[src/rtl/uart_rx.sv]
// rtl/uart_rx.sv - UART receiver: 2-flop synchronizer, oversampled majority-vote sampling,
// parity/stop checking, registered one-cycle result strobes.
`timescale 1ns/1ps
module uart_rx #(
   parameter int DATA_WIDTH = 8,
   parameter int PRESCALE_W = 6
) (
   input  logic                  clk,
   input  logic                  rst_n,
   input  logic                  RX_IN,
   input  logic [PRESCALE_W-1:0] prescale,
   input  logic                  PAR_EN,
   input  logic                  PAR_TYP,
   output logic [DATA_WIDTH-1:0] P_DATA,
   output logic                  data_valid,
   output logic                  par_err,
   output logic                  stp_err
);
   localparam int BCW = (DATA_WIDTH > 1) ? $clog2(DATA_WIDTH) : 1;
   localparam logic [BCW-1:0]        BIT_LAST = BCW'(DATA_WIDTH - 1);
   localparam logic [BCW-1:0]        BIT_ONE  = BCW'(1);
   localparam logic [PRESCALE_W-1:0] ONE      = PRESCALE_W'(1);

   typedef enum logic [2:0] {IDLE, START, DATA, PARITY, STOP} state_t;

   state_t                  state_q;
   logic                    rx_meta_q, rx_s_q;
   logic [PRESCALE_W-1:0]   pres_q, pres_d, edge_cnt_q;
   logic [BCW-1:0]          bit_cnt_q;
   logic [2:0]              samp_q;
   logic                    par_en_q, par_typ_q, par_flag_q;
   logic [DATA_WIDTH-1:0]   shift_q, p_data_q;
   logic                    data_valid_q, par_err_q, stp_err_q;

   logic [PRESCALE_W-1:0]   mid, last_edge;
   logic                    bit_end, bit_val;

   // Unsupported prescale values fall back to 8x oversampling.
   always_comb begin
      pres_d = PRESCALE_W'(8);
      if (prescale == PRESCALE_W'(16) || prescale == PRESCALE_W'(32))
         pres_d = prescale;
   end

   assign mid       = pres_q >> 1;
   assign last_edge = pres_q - ONE;
   assign bit_end   = (edge_cnt_q == last_edge);
   assign bit_val   = (samp_q[0] & samp_q[1]) | (samp_q[0] & samp_q[2]) | (samp_q[1] & samp_q[2]);

   always_ff @(posedge clk or negedge rst_n) begin
      if (!rst_n) begin
         state_q      <= IDLE;
         rx_meta_q    <= 1'b1;
         rx_s_q       <= 1'b1;
         pres_q       <= '0;
         edge_cnt_q   <= '0;
         bit_cnt_q    <= '0;
         samp_q       <= '0;
         par_en_q     <= 1'b0;
         par_typ_q    <= 1'b0;
         par_flag_q   <= 1'b0;
         shift_q      <= '0;
         p_data_q     <= '0;
         data_valid_q <= 1'b0;
         par_err_q    <= 1'b0;
         stp_err_q    <= 1'b0;
      end else begin
         rx_meta_q    <= RX_IN;
         rx_s_q       <= rx_meta_q;
         data_valid_q <= 1'b0;
         par_err_q    <= 1'b0;
         stp_err_q    <= 1'b0;

         if (state_q != IDLE) begin
            if (edge_cnt_q == mid - ONE) samp_q[0] <= rx_s_q;
            if (edge_cnt_q == mid)       samp_q[1] <= rx_s_q;
            if (edge_cnt_q == mid + ONE) samp_q[2] <= rx_s_q;
            edge_cnt_q <= bit_end ? '0 : edge_cnt_q + ONE;
         end

         case (state_q)
            IDLE: begin
               // The detection cycle itself counts as edge 0 of the start bit.
               if (!rx_s_q) begin
                  state_q    <= START;
                  edge_cnt_q <= ONE;
                  pres_q     <= pres_d;
                  par_en_q   <= PAR_EN;
                  par_typ_q  <= PAR_TYP;
               end
            end
            START: begin
               if (bit_end) begin
                  if (bit_val) begin
                     state_q <= IDLE;
                  end else begin
                     state_q    <= DATA;
                     bit_cnt_q  <= '0;
                     par_flag_q <= 1'b0;
                  end
               end
            end
            DATA: begin
               if (bit_end) begin
                  shift_q <= {bit_val, shift_q[DATA_WIDTH-1:1]};
                  if (bit_cnt_q == BIT_LAST) begin
                     bit_cnt_q <= '0;
                     state_q   <= par_en_q ? PARITY : STOP;
                  end else begin
                     bit_cnt_q <= bit_cnt_q + BIT_ONE;
                  end
               end
            end
            PARITY: begin
               if (bit_end) begin
                  par_flag_q <= bit_val ^ (^shift_q) ^ par_typ_q;
                  state_q    <= STOP;
               end
            end
            STOP: begin
               if (bit_end) begin
                  state_q <= IDLE;
                  if (par_flag_q) begin
                     par_err_q <= 1'b1;
                  end else if (!bit_val) begin
                     stp_err_q <= 1'b1;
                  end else begin
                     data_valid_q <= 1'b1;
                     p_data_q     <= shift_q;
                  end
               end
            end
            default: state_q <= IDLE;
         endcase
      end
   end

   assign P_DATA     = p_data_q;
   assign data_valid = data_valid_q;
   assign par_err    = par_err_q;
   assign stp_err    = stp_err_q;

endmodule

[config.mk]
export PLATFORM = sky130hd
export DESIGN_NAME = uart_rx
export DESIGN_NICKNAME = d
export VERILOG_FILES = /design/src/rtl/uart_rx.sv
export SDC_FILE = /design/constraint.sdc
export NUM_CORES = 1
export LEC_CHECK = 0
export BUFFER_PORTS_ARGS = -buffer_cell sky130_fd_sc_hd__buf_2
export CORE_MARGIN = 2
export CORE_UTILIZATION = 59
export CTS_CLUSTER_SIZE = 28
export DETAILED_ROUTE_END_ITERATION = 10
export PLACE_DENSITY = 0.79
export SYNTH_ARGS = -nofsm -noshare
export SYNTH_HDL_FRONTEND = slang
export SYNTH_SLANG_ARGS = --single-unit
[constraint.sdc]
create_clock -name clk -period 3.4 [get_ports clk]
set_input_delay 0.17 -clock clk [delete_from_list [all_inputs] [get_ports clk]]
set_output_delay 0.17 -clock clk [all_outputs]
set_load 0.005 [all_outputs]
Word-level counts from Yosys, hierarchy flattened
Index checks and enable logic that the tools add are counted.
- bitwise gates (word level): 9
- equal/unequal tests: 18
- reductions and logical operators: 15
- multiplexer cells: 34
- add/subtract/negate cells: 5
- operators by type and width (operator ; count):
    two-way mux 3 bit ; 11
    two-way mux 6 bit ; 5
    equality test 6 bit ; 3
    case mux 3 bit (5 select lines) ; 1
    two-way mux 1 bit ; 14
    != test 2 bit, second input constant ; 7
    AND reduction 4 bit ; 3
    AND reduction 2 bit ; 5
    parity 8 bit ; 1
    adder 5 x 1 -> 6 bit, second input constant ; 1
    adder 6 x 1 -> 6 bit, second input constant ; 1
    equality test 3 x 2 -> 1 bit, second input constant ; 2
    equality test 3 bit, second input constant ; 2
    equality test 6 x 5 -> 1 bit ; 1
    equality test 6 x 5 -> 1 bit, second input constant ; 1
    equality test 6 bit, second input constant ; 1
    case mux 3 bit (2 select lines) ; 1
    AND reduction 6 bit ; 1
    subtractor 5 x 1 -> 6 bit, second input constant ; 1
    subtractor 6 x 1 -> 6 bit, second input constant ; 1
    nonzero test 2 bit ; 2
    adder 3 x 1 -> 3 bit, second input constant ; 1
    AND 1 bit ; 3
    equality test 3 x 1 -> 1 bit, second input constant ; 1
    8 further kinds ; 11
- word-level logic and storage cells: 98
- register bits after elaboration: 45
- input port bits: 11
- output and inout port bits: 11

Logic depth before layout (Yosys ltp)
Gate-level depths: netlist of the first run.
- depth in word-level cells: 7
- mapped depth: 9

Least setup slack after synthesis of the first run
No wires, ideal clock.
- path kind: reg-to-reg
- from: register pres_q[2]
- to: register bit_cnt_q[0]
- setup time: 121 ps
- cell stages (with the launch flop): 10
- slack: 999 ps
- path buffers: 2
- arrival time: 2280 ps
- data required time: 3279 ps
- path through: dfrtp_1 -> buf_2 -> inv_1 -> ha_1 -> a21boi_0 -> xnor2_1 -> nand4_2 -> buf_6 -> or4_4 -> a22o_1
- cells in the longest elaborated chain, start to end: 4
- elaborated cells between the ends (all ways): 5
- those cells by class: add/sub: 1; eq/ne: 3; reduce/logical: 1
- RTL lines (item ; RTL line ; text):
    start: declaration ; 28 ; logic [PRESCALE_W-1:0] pres_q, pres_d, edge_cnt_q;
    start signal: assignment ; 87 ; pres_q <= pres_d;
    subtractor 6 x 1 -> 6 bit * ; 46 ; assign last_edge = pres_q - ONE;
    equality test 6 bit * ; 47 ; assign bit_end = (edge_cnt_q == last_edge);
    != test 2 bit (no line) ; n/a ;
    AND reduction 4 bit (no line) * ; n/a ;
    end signal: assignment ; 110 ; bit_cnt_q <= bit_cnt_q + BIT_ONE;
    end: declaration ; 29 ; logic [BCW-1:0] bit_cnt_q;
Every way passes the cells marked *; elsewhere a longest branch is shown, timed or not.
A chain may end at the register's enable or synchronous reset.

Final worst setup path of the first run
- from: register pres_q[2]
- to: register shift_q[7]
- cells in the longest elaborated chain, start to end: 3
- RTL lines (item ; RTL line ; text):
    subtractor 6 x 1 -> 6 bit ; 46 ;
    equality test 6 bit ; 47 ;
    AND reduction 2 bit (no line) ; n/a ;
    end signal: assignment ; 105 ; shift_q <= {bit_val, shift_q[DATA_WIDTH-1:1]};
    end: declaration ; 32 ; logic [DATA_WIDTH-1:0] shift_q, p_data_q;
No other way between the ends.

==> results of run 1 <==
cells in the final DEF, fill, tap and decap left out, drive strengths merged, types with 2 or more instances in the layout:
| master | Yosys | routed |
|---|---|---|
| a211oi | 2 | 2 |
| a21oi | 3 | 3 |
| a22o | 3 | 3 |
| and2 | 2 | 2 |
| and3 | 2 | 2 |
| buf | 10 | 23 |
| clkbuf | 4 | 6 |
| clkinvlp | 0 | 2 |
| dfrtp | 43 | 43 |
| dfstp | 2 | 2 |
| ha | 7 | 7 |
| inv | 7 | 7 |
| mux2 | 21 | 21 |
| nand2 | 12 | 12 |
| nand3 | 14 | 14 |
| nor2 | 15 | 15 |
| nor2b | 5 | 5 |
| nor3 | 7 | 7 |
| nor3b | 2 | 2 |
| nor4 | 4 | 4 |
| nor4b | 2 | 2 |
| o211ai | 6 | 6 |
| o21ai | 10 | 10 |
| o311ai | 2 | 2 |
| o31ai | 3 | 3 |
| or4 | 2 | 2 |
| or4b | 2 | 2 |
| xnor2 | 17 | 17 |
| xor2 | 10 | 10 |
worst paths after layout:
check,from,endpoint,slack [ns]
max,pres_q[2],shift_q[7],0.74
min,rst_n,state_q[2],0.03
max reg2reg,pres_q[2],shift_q[7],0.74
min reg2reg,rx_meta_q,rx_s_q,0.36
max in group asynchronous,rst_n,pres_q[0],2.77
min in group clk,PAR_EN,par_en_q,0.10
registers in the layout (all words and copies together) (netlist names):
name        count
samp_q          3
par_typ_q       1
shift_q         8
par_flag_q      1
state_q         3
edge_cnt_q      6
par_en_q        1
par_err         1
P_DATA          8
pres_q          6
rx_s_q          1
stp_err         1
bit_cnt_q       3
data_valid      1
rx_meta_q       1
through the flow:
step / setup WS, ns / std cells / total power [mW]
after global routing: 0.470 / 306 / 1.89
after CTS: 0.733 / 306 / 1.77
after floorplan: 0.999 / 238 / 1.32
final: 0.743 / 306 / 1.76
after global placement: 0.857 / 297 / 1.43
after detailed placement: 0.757 / 297 / 1.43
cell type report:
class                           count  area (µm²)  area share, %
Sequential cell                    45        1130           41.1
Clock inverter                      2        15.0          0.547
Inverter                            7        26.3          0.957
Clock buffer                        6        72.6           2.64
Multi-Input combinational cell    172        1310           47.7
Tap cell                           50        62.6           2.28
Timing Repair Buffer               24         130           4.74
cells by family (layout without fill, tap and decap cells):
| logic type | after synthesis | after routing | share of synthesized area, % |
|---|---|---|---|
| AND/OR/NAND/NOR | 75 | 75 | 16.8 |
| adder cells (fa/ha/maj) | 8 | 8 | 3.83 |
| XOR/XNOR | 28 | 28 | 10.2 |
| multiplexers | 22 | 22 | 9.68 |
| AO/OA/AOI/OAI | 39 | 39 | 11.0 |
| buffers and inverters | 21 | 39 | 4.27 |
| flip-flops | 45 | 45 | 44.3 |
routing by layer:
layer	track usage [%]	vias to the layer above	wire length, µm
li1	-	889	-
met1	30.6	886	2310
met2	34.7	36	2160
met3	3.05	5	172
met4	5.98	0	44
met5	0	-	0
power groups by stage:
stage	clock network [mW]	logic [mW]	registers, mW
floorplan	0	0.616	0.702
global placement	0	0.634	0.793
detailed placement	0	0.646	0.788
CTS	0.335	0.654	0.779
global route	0.356	0.730	0.805
finish	0.327	0.653	0.782
critical path, cell delays in order, from the launching register on:
cell and delay (ns):
dfrtp_1 0.47, inv_1 0.16, ha_1 0.26, nor3b_2 0.25, and3_1 0.23, o21ai_2 0.16
nor4b_4 0.60, mux2_2 0.41
==> impl_metrics.json, run 1 <==
{
  "hold_path_class": "in2async",
  "ioPinCount": 22,
  "worstSetupPathType": "reg2reg",
  "nets": 273,
  "internal_power_mw": 1.08,
  "vias_per_cell": 5.93,
  "yosys_warnings": 0,
  "ys_top_cells_by_area": "dfrtp_1 (42%), mux2_2 (9.3%), xnor2_1 (5.8%)",
  "synth_top_cell_by_area": "dfrtp_1",
  "fillers": 332,
  "grt_remaining_overflow": 0,
  "finalCritPeriodShare_pct": 78.2,
  "crit_required_ns": 3.58,
  "clock_path_buffers": 2,
  "skew_ns": 0.0114,
  "drive_above_1_share_pct": 24.2,
  "core-area_um2": 4090,
  "p_per_area_nw_per_um2": 642,
  "grt_max_degree": 46,
  "io_buffers": 21,
  "dp_hpwl_um": 3300,
  "tns_ns": 0,
  "n_antenna_cell": 0,
  "synth_ff_type": "dfrtp_1",
  "grt_pass1_wl_um": 8450,
  "avgSynthCellArea_um2": 10.7,
  "row_count": 23,
  "clk-insertion-delay-late_ns": 0.30,
  "synthToLayoutAreaGrowth_pct": 7.76,
  "syn-cell-area_um2": 2550,
  "status": "completed",
  "tritoncts": "yes",
  "synth_commonest_cells": "dfrtp_1 (43), mux2_2 (21), xnor2_1 (17)",
  "min_period_ns": 2.66,
  "clkSinkCount": 45,
  "first_pass_iters": 4,
  "power_leakage_nw": 1.24,
  "hold_ws_ns": 0.0279,
  "grt_pass1_vias": 1811,
  "drc": 0,
  "first_iter_violations": 152,
  "worstPathArrival_ns": 2.83,
  "synth_nets": 256,
  "cts_setup_buffers": 0,
  "power_switching_uw": 681,
  "num_vias": 1816,
  "worst_r2r_path_depth": 7,
  "finalHoldViolCount": 0,
  "fp.dieH_um": 69.7,
  "crit_fanout": 11,
  "netlist.area_leader.share_pct": 42.2,
  "end_kind": "register",
  "grt_usage_pct": 21.5,
  "hold_buffers": 1,
  "placedInstanceArea_um2": 2650,
  "yosysMostFrequentCell": "dfrtp_1",
  "clk_pin_slew_ns": 0.09,
  "antenna_found_initial": 0,
  "synth-edff-count": 0,
  "die_w_um": 69.7,
  "p_comb_share_pct": 37.0,
  "ys_ff_latch": 45,
  "seq_power_share_pct": 44.4,
  "vdd_drop_max_mv": 0.404,
  "fmax_mhz": 376,
  "swShare_pct": 38.6,
  "max-slew-margin-rel_pct": 35.1,
  "synthArstFlopShare_pct": 100,
  "cp-start-kind": "register",
  "routed_wirelength_um": 4690,
  "setup_violations": 0,
  "seq_area_frac_synth_pct": 44.3,
  "cts_root_buffer": "clkbuf_8",
  "ant_nets": 0,
  "synth_cell_types": 55,
  "drv_cap": 0,
  "stdcell_area_um2": 2750,
  "numCtsBuffers": 5,
  "rsz0062_at_grt": "no",
  "post_drt_wl_per_cell_um": 15.3,
  "gp_congestion": 0.876,
  "ctsHtreeMaxLevel": 2,
  "final_util_pct": 67.2,
  "tightest_slew_ns": 0.973,
  "die_area_um2": 4860,
  "ctsResizeCount": 0,
  "start_util_pct": 62.3,
  "syn_inst": 238,
  "clkPwrFrac_pct": 18.6,
  "maxSlewViolCount": 0
}
No activity file was read; power rests on OpenSTA's default activity.
==> run 2: changes to the inputs <==
--- a/config.mk
+++ b/config.mk
@@ -7,10 +7,10 @@
 export LEC_CHECK = 0
 export BUFFER_PORTS_ARGS = -buffer_cell sky130_fd_sc_hd__buf_2
 export CORE_MARGIN = 2
-export CORE_UTILIZATION = 59
+export CORE_UTILIZATION = 53
 export CTS_CLUSTER_SIZE = 28
 export DETAILED_ROUTE_END_ITERATION = 10
-export PLACE_DENSITY = 0.79
+export PLACE_DENSITY = 0.75
 export SYNTH_ARGS = -nofsm -noshare
 export SYNTH_HDL_FRONTEND = slang
 export SYNTH_SLANG_ARGS = --single-unit
==> constraint.sdc (replaced) <==
create_clock -name clk -period 2.31 [get_ports clk]
set_input_delay 0.1155 -clock clk [delete_from_list [all_inputs] [get_ports clk]]
set_output_delay 0.1155 -clock clk [all_outputs]
set_load 0.005 [all_outputs]
==> run 2 against run 1 <==
  * Die area rose by 11%
  * Power rose by 55%
  * Sequential cell count did not move
  * Setup slack got worse by 0.62 ns
  * Critical endpoint is now bit_cnt_q[1]
  * Clock power rose by 49%
  * Combinational power rose by 73%
  * Clock skew rose by 0.0028 ns
  * Maximum frequency rose by 21%
  * Sequential share of layout area fell by 2.2 points
  * Critical path depth fell by 2
  * Global-route usage fell by 0.45 points
  * Count of clock-buffer cells in the layout did not move
==> impl_metrics.json, run 2 (synthesis gave the netlist of run 1 again) <==
{
  "row_count": 25,
  "gp_congestion": 0.952,
  "cts_setup_buffers": 0,
  "layout_common_cells": "dfrtp_1 (43), mux2_2 (21), buf_2 (21)",
  "instances_no_fill": 328,
  "tightest_slew_ns": 0.530,
  "n_antenna_cell": 0,
  "worstPathArrival_ns": 2.38,
  "seq_power_share_pct": 40.7,
  "r2r-start": "samp_q[2]",
  "ant_nets": 0,
  "hp-start": "PAR_TYP",
  "clkPwrFrac_pct": 17.8,
  "post_drt_wl_per_cell_um": 15.7,
  "hold_end": "par_typ_q",
  "r2r_end": "bit_cnt_q[1]",
  "synthToLayoutAreaGrowth_pct": 13.9,
  "clock_path_buffers": 2,
  "path_delay_family": "simple AND/OR/NAND/NOR gates",
  "io_buffers": 21,
  "grt_remaining_overflow": 0,
  "internal_power_mw": 1.69,
  "status": "completed",
  "holdPathStages": 2,
  "vdd_drop_max_mv": 0.483,
  "first_pass_iters": 4,
  "regToRegSetupSlack_ns": 0.12,
  "max-slew-margin-rel_pct": 64.6,
  "tns_ns": 0,
  "crit_buf_inv": 0,
  "fp.dieH_um": 73.3,
  "drive_above_1_share_pct": 30.7,
  "skew_ns": 0.0141,
  "rsz0062_at_grt": "no",
  "antenna_found_initial": 0,
  "clkSinkCount": 45,
  "end_kind": "register",
  "p_comb_share_pct": 41.5,
  "fmax_mhz": 456,
  "start_util_pct": 54.3,
  "power_switching_mw": 1.04,
  "nets": 291,
  "clk_pin_slew_ns": 0.10,
  "cts_root_buffer": "clkbuf_8",
  "final_common_cell": "dfrtp_1",
  "clk-insertion-delay-late_ns": 0.30,
  "numCtsBuffers": 5,
  "die_area_um2": 5380,
  "critPathSlowestCell": "or4_4",
  "path_cells": "maj3_1 -> nor3b_1 -> nor2_1 -> or4_4 -> a22o_1",
  "die_w_um": 73.3,
  "placed_cells": 318,
  "num_vias": 1908,
  "swShare_pct": 38.1,
  "tritoncts": "yes",
  "routed_wirelength_um": 5140,
  "finalCritPeriodShare_pct": 94.9,
  "worst_path_largest_cell_delay_ns": 0.55,
  "p_per_area_nw_per_um2": 940,
  "cp-start-kind": "register",
  "grt_max_degree": 25,
  "ctsHtreeMaxLevel": 2,
  "min_period_ns": 2.19,
  "grt_pass1_wl_um": 8710,
  "crit_fanout": 4,
  "vias_per_cell": 5.82,
  "first_iter_violations": 161,
  "drc": 0,
  "ioPinCount": 22,
  "grt_usage_pct": 21.1,
  "worst_r2r_path_depth": 5,
  "maxSlewViolCount": 0,
  "worstSetupPathType": "reg2reg",
  "finalHoldViolCount": 0,
  "hold_path_class": "in2reg",
  "power_leakage_nw": 1.33,
  "dp_hpwl_um": 3840,
  "crit_required_ns": 2.49,
  "core-area_um2": 4690,
  "grt_pass1_vias": 1785,
  "setup_violations": 0,
  "drv_cap": 0
}
## run 2: worst max-delay path by stage
stage | start | to | slack, ns | depth (start not counted)
global route | pres_q[1] | shift_q[7] | 0.01 | 8
CTS | pres_q[1] | shift_q[7] | 0.05 | 8
floorplan | pres_q[2] | bit_cnt_q[0] | 0.01 | 9
global placement | pres_q[1] | shift_q[3] | 0.14 | 8
detailed placement | pres_q[1] | shift_q[7] | 0.07 | 8
finish | samp_q[2] | bit_cnt_q[1] | 0.12 | 5
## run 2: power groups by stage
stage	clock network [mW]	logic (mW)	registers, mW
after CTS	0.497	1.12	1.11
after global placement	0	1.09	1.11
final	0.486	1.13	1.11
after global routing	0.531	1.25	1.13
after floorplan	0	0.907	1.03
after detailed placement	0	1.11	1.12
## run 2: stage by stage
stage / total power, mW / hold slack [ns] / utilization [%] / worst slack [ns] / cell area [µm²]
after floorplan: 1.94 / -0.180 / - / 0.0123 / 2550
after global placement: 2.20 / 0.127 / 59.4 / 0.142 / 2790
after detailed placement: 2.23 / 0.130 / 59.4 / 0.0669 / 2790
after CTS: 2.72 / 0.0329 / 61.7 / 0.0511 / 2890
after global routing: 2.91 / 0.0409 / 61.9 / 0.0138 / 2900
final: 2.73 / 0.0403 / 61.9 / 0.119 / 2900
## run 2: cell type report
type | instances | area, µm²
repair buffers | 42 | 272
multi-input cells | 172 | 1320
flip-flops and latches | 45 | 1130
inverters | 7 | 26.3
well taps | 54 | 67.6
fillers | 395 | 1790
clock inverters | 2 | 15.0
clock buffers | 6 | 72.6
## run 2: repair_timing
action,in CTS,in global routing
hold buffers,2,0
hold endpoints to repair,24,0
resized for setup,0,5
setup endpoints to repair,0,16
## run 2: worst register-to-register path: cells and delay by family (launching register included)
kind / cells / cell delay (ns)
flip-flops: 1 / 0.41
AO/OA/AOI/OAI: 1 / 0.26
adder cells (fa/ha/maj): 1 / 0.46
AND/OR/NAND/NOR: 3 / 0.95
## run 2: per-layer routing
metal	routed length, µm	up-vias	track usage, %
li1	-	923	-
met1	2530	937	31.6
met2	2370	42	30.9
met3	178	6	3.16
met4	62	0	7.88
met5	0	-	0
==> run 3: changes to the inputs <==
--- a/config.mk
+++ b/config.mk
@@ -11,6 +11,7 @@
 export CTS_CLUSTER_SIZE = 28
 export DETAILED_ROUTE_END_ITERATION = 10
 export PLACE_DENSITY = 0.75
+export RECOVER_POWER = 50
 export SYNTH_ARGS = -nofsm -noshare
 export SYNTH_HDL_FRONTEND = slang
 export SYNTH_SLANG_ARGS = --single-unit
==> run 3 against run 2 <==
  * Via count decreased by 0.21%
  * Register-to-register slack about the same
  * Critical path type unchanged
  * Routed wire length decreased by 0.27%
  * Design area down 0.43%
  * Clock skew decreased by 0.0018 ns
  * First-iteration DRC count grew 9.3%
  * Count of clock-buffer cells in the layout did not move
==> impl_metrics.json, run 3 (synthesis gave the netlist of run 1 again) <==
{
  "status": "completed",
  "final_common_cell": "dfrtp_1",
  "drv_cap": 0,
  "worst_path_largest_cell_delay_ns": 0.55,
  "drive_above_1_share_pct": 27.7,
  "synthToLayoutAreaGrowth_pct": 13.5,
  "worst_r2r_path_depth": 5,
  "regToRegSetupSlack_ns": 0.12,
  "dp_hpwl_um": 3840,
  "first_iter_violations": 176,
  "critPathSlowestCell": "or4_4",
  "p_per_area_nw_per_um2": 943,
  "cts_setup_buffers": 0,
  "crit_required_ns": 2.49,
  "final_util_pct": 61.6,
  "start_util_pct": 54.3,
  "ctsHtreeMaxLevel": 2,
  "hold_end": "par_typ_q",
  "core-area_um2": 4690,
  "vdd_drop_max_mv": 0.483,
  "min_period_ns": 2.19,
  "setup_violations": 0,
  "layout_common_cells": "dfrtp_1 (43), mux2_2 (21), xnor2_1 (17), buf_4 (17), nor2_1 (15)",
  "ioPinCount": 22,
  "grt_max_degree": 25,
  "first_pass_iters": 4,
  "clkSinkCount": 45,
  "routed_wirelength_um": 5130,
  "drc": 0,
  "rsz0062_at_grt": "no",
  "n_antenna_cell": 0,
  "cts_root_buffer": "clkbuf_8",
  "clk-insertion-delay-late_ns": 0.30,
  "max-slew-margin-rel_pct": 14.6,
  "clk_pin_slew_ns": 0.09,
  "maxSlewViolCount": 0,
  "fillers": 399,
  "holdPathStages": 2,
  "gp_congestion": 0.952,
  "finalCritPeriodShare_pct": 94.8,
  "fp.dieH_um": 73.3,
  "grt_pass1_wl_um": 8710,
  "tritoncts": "yes",
  "hp-start": "PAR_TYP",
  "r2r-start": "samp_q[2]",
  "cp-start-kind": "register",
  "r2r_end": "bit_cnt_q[1]",
  "hold_path_class": "in2reg",
  "antenna_found_initial": 0,
  "post_drt_wl_per_cell_um": 15.6,
  "numCtsBuffers": 5,
  "finalHoldViolCount": 0,
  "grt_pass1_vias": 1785,
  "path_cells": "maj3_1 -> nor3b_1 -> nor2_1 -> or4_4 -> a22o_1",
  "worstSetupPathType": "reg2reg",
  "vias_per_cell": 5.80,
  "tightest_slew_ns": 1.28,
  "grt_remaining_overflow": 0,
  "startpoint": "samp_q[2]",
  "row_count": 25,
  "io_buffers": 21,
  "power_leakage_nw": 1.30,
  "nets": 291,
  "fmax_mhz": 457,
  "ant_nets": 0,
  "worstPathArrival_ns": 2.37,
  "skew_ns": 0.0123,
  "clock_path_buffers": 2,
  "end_kind": "register",
  "die_area_um2": 5380,
  "num_vias": 1904,
  "die_w_um": 73.3,
  "tns_ns": 0,
  "crit_fanout": 4,
  "grt_usage_pct": 21.1
}
[run 3: cell types whose count changed in the layout (fill, tap and decap cells not counted), sizes merged]
cell / delta
buf: -9
clkbuf: +9
[run 3: how the worst max path moves through the flow]
| stage | endpoint | slack [ns] | depth (start not counted) |
|---|---|---|---|
| after floorplan | bit_cnt_q[0] | 0.01 | 9 |
| after global placement | shift_q[3] | 0.14 | 8 |
| after detailed placement | shift_q[7] | 0.07 | 8 |
| after CTS | shift_q[7] | 0.05 | 8 |
| after global routing | shift_q[7] | 0.01 | 8 |
| final | bit_cnt_q[1] | 0.12 | 5 |
[run 3: area by class of cell]
class	instances	area, µm²	area share [%]
Inverter	7	26.3	0.909
Tap cell	54	67.6	2.34
Multi-Input combinational cell	172	1320	45.7
Sequential cell	45	1130	39.0
Clock inverter	2	15.0	0.519
Timing Repair Buffer	42	259	8.96
Clock buffer	6	72.6	2.51
[run 3: timing repair]
item	4_1_cts	5_1_grt
gates resized for setup	0	5
setup endpoints to repair	0	16
endpoints found under the hold margin	24	0
hold buffers	2	0
[run 3: worst max-delay path: cells and delay by family, from the launching register on]
family / cells / cell delay, ns
and+or+nand+nor: 3 / 0.95
adders and majority gates: 1 / 0.46
AOI/OAI and AO/OA: 1 / 0.26
DFF: 1 / 0.41
[run 3: per-layer routing]
layer / GRT usage, % / wire, µm / vias up
li1: - / - / 923
met3: 3.16 / 162 / 6
met1: 31.6 / 2540 / 938
met2: 30.9 / 2370 / 37
met5: 0 / 0 / -
met4: 7.88 / 62 / 0
[run 3: power breakdown]
part	switching [mW]	internal, mW	total [mW]
Clock	0.271	0.213	0.484
Sequential	0.193	0.918	1.11
Combinational	0.573	0.558	1.13
[run 3: stage by stage]
stage | instances | hold WS (ns) | setup WS (ns) | cell area, µm² | power, mW
floorplan | 238 | -0.180 | 0.0123 | 2550 | 1.94
global placement | 318 | 0.127 | 0.142 | 2790 | 2.20
detailed placement | 318 | 0.130 | 0.0669 | 2790 | 2.23
CTS | 328 | 0.0329 | 0.0511 | 2890 | 2.72
global route | 328 | 0.0409 | 0.0138 | 2890 | 2.91
finish | 328 | 0.0423 | 0.121 | 2890 | 2.73
